$ cat src/rtl/uart_mmio_pkg.sv
// ============================================================================
// Module      : uart_mmio_pkg
// Description : Register offsets, STATUS bit indices and address decode for uart_mmio.
// Revision    : 1.0 - initial release
// ============================================================================
`default_nettype none

package uart_mmio_pkg;

  localparam logic [31:0] OFF_STATUS     = 32'h0000_0000;
  localparam logic [31:0] OFF_RXDATA     = 32'h0000_0004;
  localparam logic [31:0] OFF_TXDATA     = 32'h0000_0008;
  localparam logic [31:0] OFF_CYCLES     = 32'h0000_0010;
  localparam logic [31:0] OFF_CYCLES_RST = 32'h0000_0018;

  localparam int STAT_TX_EMPTY    = 0;
  localparam int STAT_RX_NONEMPTY = 1;
  localparam int STAT_RX_OVF      = 2;

  typedef enum logic [2:0] {
    SEL_NONE,
    SEL_STATUS,
    SEL_RXDATA,
    SEL_TXDATA,
    SEL_CYCLES,
    SEL_CYCLES_RST
  } reg_sel_e;

  // Exact-match decode: unaligned or out-of-window addresses select nothing.
  function automatic reg_sel_e decode_addr(input logic [31:0] addr, input logic [31:0] base);
    logic [31:0] off;
    off = addr - base;
    case (off)
      OFF_STATUS:     return SEL_STATUS;
      OFF_RXDATA:     return SEL_RXDATA;
      OFF_TXDATA:     return SEL_TXDATA;
      OFF_CYCLES:     return SEL_CYCLES;
      OFF_CYCLES_RST: return SEL_CYCLES_RST;
      default:        return SEL_NONE;
    endcase
  endfunction

endpackage

`default_nettype wire

$ cat src/rtl/uart_rx_fifo.sv
// ============================================================================
// Module      : uart_rx_fifo
// Description : Byte FIFO with first-word-fall-through head and wrapping pointers.
// Revision    : 1.0 - initial release
// ============================================================================
`default_nettype none

module uart_rx_fifo #(
  parameter int DEPTH = 8
) (
  input  logic                     clk,
  input  logic                     rst,
  input  logic                     push_i,
  input  logic                     pop_i,
  input  logic [7:0]               din_i,
  output logic [7:0]               dout_o,
  output logic                     full_o,
  output logic                     empty_o,
  output logic [$clog2(DEPTH):0]   count_o
);

  localparam int            AW       = $clog2(DEPTH);
  localparam logic [AW:0]   FULL_CNT = (AW + 1)'(DEPTH);

  logic [7:0]    mem_q [DEPTH];
  logic [AW-1:0] wptr_q, wptr_d;
  logic [AW-1:0] rptr_q, rptr_d;
  logic [AW:0]   count_q, count_d;
  logic          do_push, do_pop;

  assign full_o  = (count_q == FULL_CNT);
  assign empty_o = (count_q == '0);
  assign count_o = count_q;
  assign dout_o  = mem_q[rptr_q];

  assign do_push = push_i & ~full_o;
  assign do_pop  = pop_i & ~empty_o;

  always_comb begin
    wptr_d  = wptr_q;
    rptr_d  = rptr_q;
    count_d = count_q;
    if (do_push) wptr_d = wptr_q + 1'b1;
    if (do_pop)  rptr_d = rptr_q + 1'b1;
    case ({do_push, do_pop})
      2'b10:   count_d = count_q + 1'b1;
      2'b01:   count_d = count_q - 1'b1;
      default: count_d = count_q;
    endcase
  end

  always_ff @(posedge clk or posedge rst) begin
    if (rst) begin
      wptr_q  <= '0;
      rptr_q  <= '0;
      count_q <= '0;
    end else begin
      wptr_q  <= wptr_d;
      rptr_q  <= rptr_d;
      count_q <= count_d;
    end
  end

  // Storage needs no reset: emptiness is tracked entirely by count.
  always_ff @(posedge clk) begin
    if (do_push) mem_q[wptr_q] <= din_i;
  end

endmodule

`default_nettype wire

$ cat src/rtl/uart_mmio.sv
// ============================================================================
// Module      : uart_mmio
// Description : Memory-mapped UART front end: STATUS/RXDATA/TXDATA registers,
//               RX FIFO and single-byte TX buffer. UART_MMIO_CYCLE_COUNTER_EN
//               adds a 32-bit cycle counter at +0x10 (clear via write to +0x18).
// Revision    : 1.0 - initial release
// ============================================================================
`default_nettype none

module uart_mmio
  import uart_mmio_pkg::*;
#(
  parameter int          DEPTH = 8,
  parameter logic [31:0] BASE  = 32'h8000_0000
) (
  input  logic        clk,
  input  logic        rst,
  input  logic [31:0] addr,
  input  logic [31:0] wdata,
  input  logic        we,
  input  logic        re,
  output logic [31:0] rdata,
  output logic [7:0]  tx_data,
  output logic        tx_valid,
  input  logic        tx_ready,
  input  logic [7:0]  rx_data,
  input  logic        rx_valid,
  output logic        rx_ready
);

  reg_sel_e                sel;
  logic [31:0]             rdata_q, rdata_d;
  logic [31:0]             status_w;
  logic [31:0]             cyc_val;
  logic                    tx_full_q, tx_full_d;
  logic [7:0]              tx_data_q, tx_data_d;
  logic                    ovf_q, ovf_d;
  logic                    fifo_full, fifo_empty;
  logic [7:0]              fifo_head;
  logic [$clog2(DEPTH):0]  fifo_count;
  logic                    fifo_push, fifo_pop;
  logic                    tx_wr;
  logic                    unused_bits;

  assign sel = decode_addr(addr, BASE);

  assign fifo_push = rx_valid & ~fifo_full;
  assign fifo_pop  = re & (sel == SEL_RXDATA) & ~fifo_empty;
  assign rx_ready  = ~fifo_full;

  uart_rx_fifo #(.DEPTH(DEPTH)) u_rx_fifo (
    .clk     (clk),
    .rst     (rst),
    .push_i  (fifo_push),
    .pop_i   (fifo_pop),
    .din_i   (rx_data),
    .dout_o  (fifo_head),
    .full_o  (fifo_full),
    .empty_o (fifo_empty),
    .count_o (fifo_count)
  );

  assign unused_bits = ^{wdata[31:8], fifo_count};

  always_comb begin
    status_w                   = '0;
    status_w[STAT_TX_EMPTY]    = ~tx_full_q;
    status_w[STAT_RX_NONEMPTY] = ~fifo_empty;
    status_w[STAT_RX_OVF]      = ovf_q;
  end

  always_comb begin
    rdata_d = rdata_q;
    if (re) begin
      case (sel)
        SEL_STATUS: rdata_d = status_w;
        SEL_RXDATA: rdata_d = fifo_empty ? 32'd0 : {24'd0, fifo_head};
        SEL_CYCLES: rdata_d = cyc_val;
        default:    rdata_d = 32'd0;
      endcase
    end
  end

  // A new overflow on the same edge as a STATUS read keeps the flag set.
  assign ovf_d = (rx_valid & fifo_full) | (ovf_q & ~(re & (sel == SEL_STATUS)));

  // Writes only land in an empty buffer, so they never race a handshake.
  assign tx_wr = we & (sel == SEL_TXDATA) & ~tx_full_q;

  always_comb begin
    tx_full_d = tx_full_q;
    tx_data_d = tx_data_q;
    if (tx_wr) begin
      tx_full_d = 1'b1;
      tx_data_d = wdata[7:0];
    end else if (tx_full_q && tx_ready) begin
      tx_full_d = 1'b0;
    end
  end

  always_ff @(posedge clk or posedge rst) begin
    if (rst) begin
      rdata_q   <= '0;
      tx_full_q <= 1'b0;
      tx_data_q <= '0;
      ovf_q     <= 1'b0;
    end else begin
      rdata_q   <= rdata_d;
      tx_full_q <= tx_full_d;
      tx_data_q <= tx_data_d;
      ovf_q     <= ovf_d;
    end
  end

  assign rdata    = rdata_q;
  assign tx_valid = tx_full_q;
  assign tx_data  = tx_data_q;

`ifdef UART_MMIO_CYCLE_COUNTER_EN
  logic [31:0] cyc_q, cyc_d;

  assign cyc_d = (we && (sel == SEL_CYCLES_RST)) ? 32'd0 : cyc_q + 32'd1;

  always_ff @(posedge clk or posedge rst) begin
    if (rst) cyc_q <= '0;
    else     cyc_q <= cyc_d;
  end

  assign cyc_val = cyc_q;
`else
  assign cyc_val = 32'd0;
`endif

endmodule

`default_nettype wire

$ cat config.mk
export PLATFORM = sky130hd
export DESIGN_NAME = uart_mmio
export DESIGN_NICKNAME = d
export VERILOG_FILES = /design/src/rtl/uart_mmio_pkg.sv /design/src/rtl/uart_rx_fifo.sv /design/src/rtl/uart_mmio.sv
export SDC_FILE = /design/constraint.sdc
export NUM_CORES = 1
export LEC_CHECK = 0
export CAP_MARGIN = 5
export CORE_ASPECT_RATIO = 0.75
export CORE_MARGIN = 4
export CORE_UTILIZATION = 30
export CTS_BUF_LIST = sky130_fd_sc_hd__clkbuf_4 sky130_fd_sc_hd__clkbuf_8 sky130_fd_sc_hd__clkbuf_16
export CTS_CLUSTER_SIZE = 25
export DETAILED_ROUTE_END_ITERATION = 10
export GPL_ROUTABILITY_DRIVEN = 0
export PLACE_DENSITY = 0.59
export SLEW_MARGIN = 10
export SYNTH_ARGS = -nofsm -noshare
export SYNTH_HDL_FRONTEND = slang
export SYNTH_HIERARCHICAL = 1
export SYNTH_SLANG_ARGS = --single-unit
$ cat constraint.sdc
create_clock -name clk -period 3.2 [get_ports clk]
set_input_delay 0.64 -clock clk [delete_from_list [all_inputs] [get_ports clk]]
set_output_delay 0.64 -clock clk [all_outputs]
set_load 0.05 [all_outputs]
==> Word-level counts from Yosys, hierarchy flattened <==
Memory sizes are Yosys's and may differ from the RTL's.
Index checks and enable logic that the tools add are counted.
{ "word_totals": {"ff_bits": 52, "latch_bits": 0, "mem_bits_rw": 64, "romBits": 0, "input_bits": 78, "out_inout_bits": 42, "memories": 1} }
{ "op_classes": {"addsub": 5, "mul": 0, "n_div": 0, "magnitude_cmp": 0, "n_eq_ne": 10, "shift": 0, "mux": 8, "n_bitwise": 15, "n_reduce_logical": 5} }
{ "memory_table": {"columns": ["name", "words", "word_bits", "read_ports", "rd_ports_with_merged_regs", "write_ports", "line", "source"], "rows": [
  ["u_rx_fifo.mem_q", 8, 8, 1, 0, 1, "uart_rx_fifo.sv:25", "logic [7:0] mem_q [DEPTH];"]
]} }
{ "op_table": {"columns": ["cell", "n"], "rows": [
  ["$eq 32x5->1 const B", 2],
  ["$eq 32x3->1 const B", 1],
  ["$eq 32x4->1 const B", 1],
  ["$logic_not 32->1", 1],
  ["$sub 32x32->32 const B", 1],
  ["$pmux 8 s2", 1],
  ["$pmux 3 s5", 1],
  ["$and 1x1->1", 10],
  ["$mux 8", 1],
  ["$pmux 4 s2", 1],
  ["$add 3x1->3 const B", 2],
  ["$eq 3x2->1 const B", 2],
  ["$add 4x1->4 const B", 1],
  ["$eq 4x4->1 const B", 1],
  ["$logic_not 4->1", 1],
  ["$mux 1", 4],
  ["$not 1->1", 4],
  ["$reduce_bool 2->1", 2],
  ["$sub 4x1->4 const B", 1],
  ["$eq 3x1->1 const B", 1],
  ["$eq 2x1->1 const B", 1],
  ["$eq 2x2->1 const B", 1],
  ["$logic_and 1x1->1", 1],
  ["$or 1x1->1", 1]
]} }

==> Logic depth before layout (Yosys ltp) <==
{ "depth": {"depth_word": 9, "depth_mapped": 10, "depth_no_buf": 10} }

==> Modules after synthesis <==
The synthesis kept the hierarchy.
{ "by_module_without_submodules": {"columns": ["module", "n_inst", "cells_per_inst", "area_each_um2"], "rows": [
  ["uart_rx_fifo", 1, 161, 3135.5],
  ["uart_mmio", 1, 93, 1014.7]
]} }

==> Worst setup path before layout <==
Ideal clock, no wire load.
{ "synth_timing": {"kind": "input to register", "startpoint": "input port addr[5]", "endpoint": "register u_rx_fifo.count_q[3] (netlist: u_rx_fifo/count_o[3])", "arrival_time_ns": 3.385, "t_required_ns": 3.066, "slack_ns": -0.319, "stages": 10, "n_path_buf": 0, "path_cell_list": "nor4_1 nand4_1 nor4_2 o41ai_2 inv_1 ha_1 ha_1 or4b_2 o311ai_0 o211ai_1"} }
{ "synth_via": {"elab_chain_len": 9, "elab_cells_between_ends": 15, "classes_between": "add/sub (1); eq/ne (7); mux (2); bitwise (3); reduce/logical (2)"} }
{ "synth_rtl": {"columns": ["item", "line", "source"], "rows": [
  ["start: declaration", "uart_mmio.sv:18", "input logic [31:0] addr,"],
  ["$sub 32x32->32 *", "uart_mmio_pkg.sv:32", "off = addr - base;"],
  ["$eq 32x5->1 (tied with other cells)", "uart_mmio_pkg.sv:33", "case (off)"],
  ["$pmux 3 s5 *", "uart_mmio_pkg.sv:33", null],
  ["$eq 3x2->1 *", "uart_mmio.sv:48", "assign fifo_pop = re & (sel == SEL_RXDATA) & ~fifo_empty;"],
  ["$and 1x1->1 * (2 in series)", "uart_mmio.sv:48", null],
  ["net fifo_pop", "uart_mmio.sv:41", "logic fifo_push, fifo_pop;"],
  ["$and 1x1->1 *", "uart_rx_fifo.sv:37", "assign do_pop = pop_i & ~empty_o;"],
  ["net u_rx_fifo.do_pop", "uart_rx_fifo.sv:29", "logic do_push, do_pop;"],
  ["$eq 2x1->1 or $eq 2x2->1 (tied branches)", "uart_rx_fifo.sv:45", "case ({do_push, do_pop})"],
  ["$pmux 4 s2 or $reduce_bool 2->1 (tied branches)", null, null],
  ["end signal: assignment", "uart_rx_fifo.sv:60", "count_q <= count_d;"],
  ["end: declaration", "uart_rx_fifo.sv:28", "logic [AW:0] count_q, count_d;"]
]} }
The timed path passes the listed nets; every way through them passes the cells marked *.
A chain may end at the register's enable or synchronous reset.

==> Worst setup path in the final report <==
{ "layout_timing": {"startpoint": "input port addr[20]", "endpoint": "register u_rx_fifo.rptr_q[2]"} }
{ "layout_via": {"elab_chain_len": 7, "elab_cells_between_ends": 11, "classes_between": "add/sub (1); eq/ne (5); mux (1); bitwise (3); reduce/logical (1)"} }
{ "layout_rtl": {"columns": ["item", "line", "source"], "rows": [
  ["$sub 32x32->32 *", "uart_mmio_pkg.sv:32", null],
  ["$eq 32x5->1 (tied with other cells)", "uart_mmio_pkg.sv:33", null],
  ["$pmux 3 s5 *", "uart_mmio_pkg.sv:33", null],
  ["$eq 3x2->1 *", "uart_mmio.sv:48", null],
  ["$and 1x1->1 * (2 in series)", "uart_mmio.sv:48", null],
  ["net fifo_pop", "uart_mmio.sv:41", null],
  ["$and 1x1->1 *", "uart_rx_fifo.sv:37", null],
  ["net u_rx_fifo.do_pop", "uart_rx_fifo.sv:29", null],
  ["end signal: assignment", "uart_rx_fifo.sv:59", "rptr_q <= rptr_d;"],
  ["end: declaration", "uart_rx_fifo.sv:27", "logic [AW-1:0] rptr_q, rptr_d;"]
]} }
Marked as above.

==> metrics <==
vias per inst 4.64; routing usage on met2 0.188; critical path fanouts, max 2; Slew HR 0.492; GRT overflow 0; Worst EP arrival 3.32 ns; clk buf depth 2; Final Max Slew Viols 0; first-pass GRT wire length 13.5 mm; Crit-path slowest cell clkdlybuf4s50_1; die height 110 um; critical path's most frequent cell buf_4; port bufs 71; Post-Layout Cell Count 545; die area 15800 um2; post-synthesis sequential area ratio 0.632; I/O pin count 120; DRT Wirelength 8.87 mm; Pwr Density 558 nW/um2; Setup CP Type primary input to flip-flop; critical path data required time 3.40 ns; worst skew pair latency 0.33 ns; Area Overhead vs Synth 36.4%; Synth Instances 254; Worst setup SP type primary input; Fill cells 1170; layout cells sized above 1 0.230; final-report setup violation count 0; Area after DPL 5160 um2; largest net degree at the start of global routing 19; flops & latches, synth 92; die span in x 144 um; met1 layer usage reported by global route 0.143; Worst-path clk slew 0.06 ns; ANT cells 0; WL/cell 16.3 um; Yosys warning total 6; routed vias 2529; Final period util 0.974; Layout Nets 453; CTS root buffer clkbuf_16; overall global routing resource usage 0.114; maximum vdd drop 0.000285 V; hold_ws 0.506 ns; FP Rows 36; cell taking the most area after synthesis edfxtp_1; GRT met3 Usage 0.0357; total CTS buffers 9; Area contributors post-synth edfxtp_1 46%, dfrtp_1 17%, mux4_1 10%; area of all sequential standard cells 2620 um2; DR pass1 iterations 4; final-report hold violation count 0; Initial Utilization 0.313; Netlist cell types 45; Routed Antenna Nets 0; share of the synthesized area in the top cell type 0.463; status completed; Fmax 321 MHz; Critical Path Max Stage Delay 0.42 ns; crit end category flip-flop; Hold Path Class flip-flop to flip-flop; initial drt markers 101; shortest period the worst path allows 3.12 ns; DRC 0; average size of a mapped cell 16.3 um2; Syn Std Cell Area 4150 um2; crit-path cells clkdlybuf4s50_1, nor4_2, nand4_1, nor4_4, o41ai_2, inv_1, buf_6, buf_4, buf_4, buf_4, buf_4, buf_4, buf_4, buf_4, buf_4, buf_4, buf_4, nand2_1, xnor2_1; grt peak-use layer met2; Multi-input gate area 1450 um2; clock skew 0.00275 ns; Fin Setup TNS 0 ns; number of global-route vias before repair 2571; Finished Cell Area 5660 um2; HPWL after detailed placement 6.21 mm; TritonCTS clock tree yes; total power 3160 uW; initial antenna violation count 0; maxcap violations 0; Worst-Margin Slew 0.762 ns; static leakage 0.00228 uW; Placed Instances 512; total clock sinks 92; H-Tree Depth 3; core area 13200 um2
==> per-stage QoR <==
step / worst slack [ns] / util
final: 0.0819 / 0.428
after global routing: -0.0605 / 0.428
after CTS: 0.0106 / 0.420
after detailed placement: -0.386 / 0.389
after global placement: -0.331 / 0.389
after floorplan: 0.00540 / -
==> logic make-up (layout without fill, tap and decap cells) <==
kind of cell	Yosys count	in the layout	synth area share
AOI/OAI and AO/OA	19	19	0.0380
buffers and inverters	43	140	0.0669
other	1	24	0.000904
muxes	35	35	0.153
xor gates and xnor gates	6	6	0.0127
and+or+nand+nor	52	52	0.0772
adders and majority gates	6	6	0.0199
DFF	92	92	0.632
==> state kept, by name, summed over array words and instances, names as in the netlist <==
register,flops
u_rx_fifo/wptr_q,3
u_rx_fifo/mem_q,64
ovf_q,1
u_rx_fifo/count_o,4
rdata,8
u_rx_fifo/rptr_q,3
tx_data,8
tx_valid,1
==> report_power, final <==
part / total, uW / switching (uW) / internal (uW)
combinational: 607 / 342 / 265
sequential: 1550 / 98.0 / 1460
clock: 997 / 404 / 592
total: 3160 / 844 / 2310
==> final timing paths <==
check,start,to,slack (ns),cells after the start
worst max-delay path,addr[20],u_rx_fifo/rptr_q[2],0.08,19
worst min-delay path,tx_data[2],tx_data[2],0.51,1
worst max register to register,u_rx_fifo/count_o[0],u_rx_fifo/rptr_q[2],0.34,18
worst min register to register,tx_data[2],tx_data[2],0.51,1
max in group asynchronous,rst,tx_data[6],2.03,2
min in group asynchronous,rst,u_rx_fifo/count_o[0],0.64,2
==> timing repair <==
| action | CTS | global route |
|---|---|---|
| hold buffers | 0 | 0 |
| pin swaps | 7 | 8 |
| setup endpoints to repair | 1 | 5 |
| gates cloned | 0 | 0 |
| resized for setup | 3 | 20 |
| setup buffers | 13 | 4 |
==> metal layers <==
| layer | part of all wire | vias up |
|---|---|---|
| met5 | 0 | - |
| met4 | 0.013 | 0 |
| met3 | 0.089 | 13 |
| met2 | 0.46 | 107 |
| met1 | 0.43 | 1233 |
| li1 | - | 1176 |
==> layout by cell type, fill, tap and decap left out, types with 8 or more instances in the layout <==
cell	Yosys	routed
a22o_1	8	8
buf_4	24	39
clkbuf_16	0	9
clkdlybuf4s50_1	0	57
conb_1	1	24
dfrtp_1	28	28
dlymetal6s2s_1	0	14
edfxtp_1	64	64
inv_1	13	13
mux2_2	18	18
mux4_1	16	16
nand2_1	9	9
nor2_1	9	9
==> Yosys cell counts, drive strengths merged <==
cell and instances:
xnor2 5, nand3 3, o41ai 1, conb 1
or2 1, buf 29, a211o 1, o311ai 1
clkbuf 1, dfrtp 28, ha 5, nand4 4
o31ai 1, a22o 8, o21ai 1, a2111o 1
xor2 1, nor3 3, nor3b 2, mux2i 1
nor4 10, or4b 2, mux2 18, nand2 10
a21o 1, nor2 9, mux4 16, o211ai 1
nand3b 1, fa 1, a21oi 3, nand2b 3
edfxtp 64, nor2b 2, inv 13, nor4b 2
==> worst max-delay path: cells and delay by family <==
kind / cells / cell delay [ns]
xor+xnor: 1 / 0.12
compound gates: 1 / 0.15
simple gates: 4 / 0.82
buf+inv: 13 / 1.59
==> final cells by class <==
| class | count | share of cell area |
|---|---|---|
| Inverter | 13 | 0.00862 |
| Timing Repair Buffer | 111 | 0.185 |
| Clock buffer | 9 | 0.0398 |
| Multi-Input combinational cell | 142 | 0.255 |
| Tap cell | 171 | 0.0378 |
| Clock inverter | 7 | 0.0102 |
| Sequential cell | 92 | 0.463 |
No activity file was read; power rests on OpenSTA's default activity.
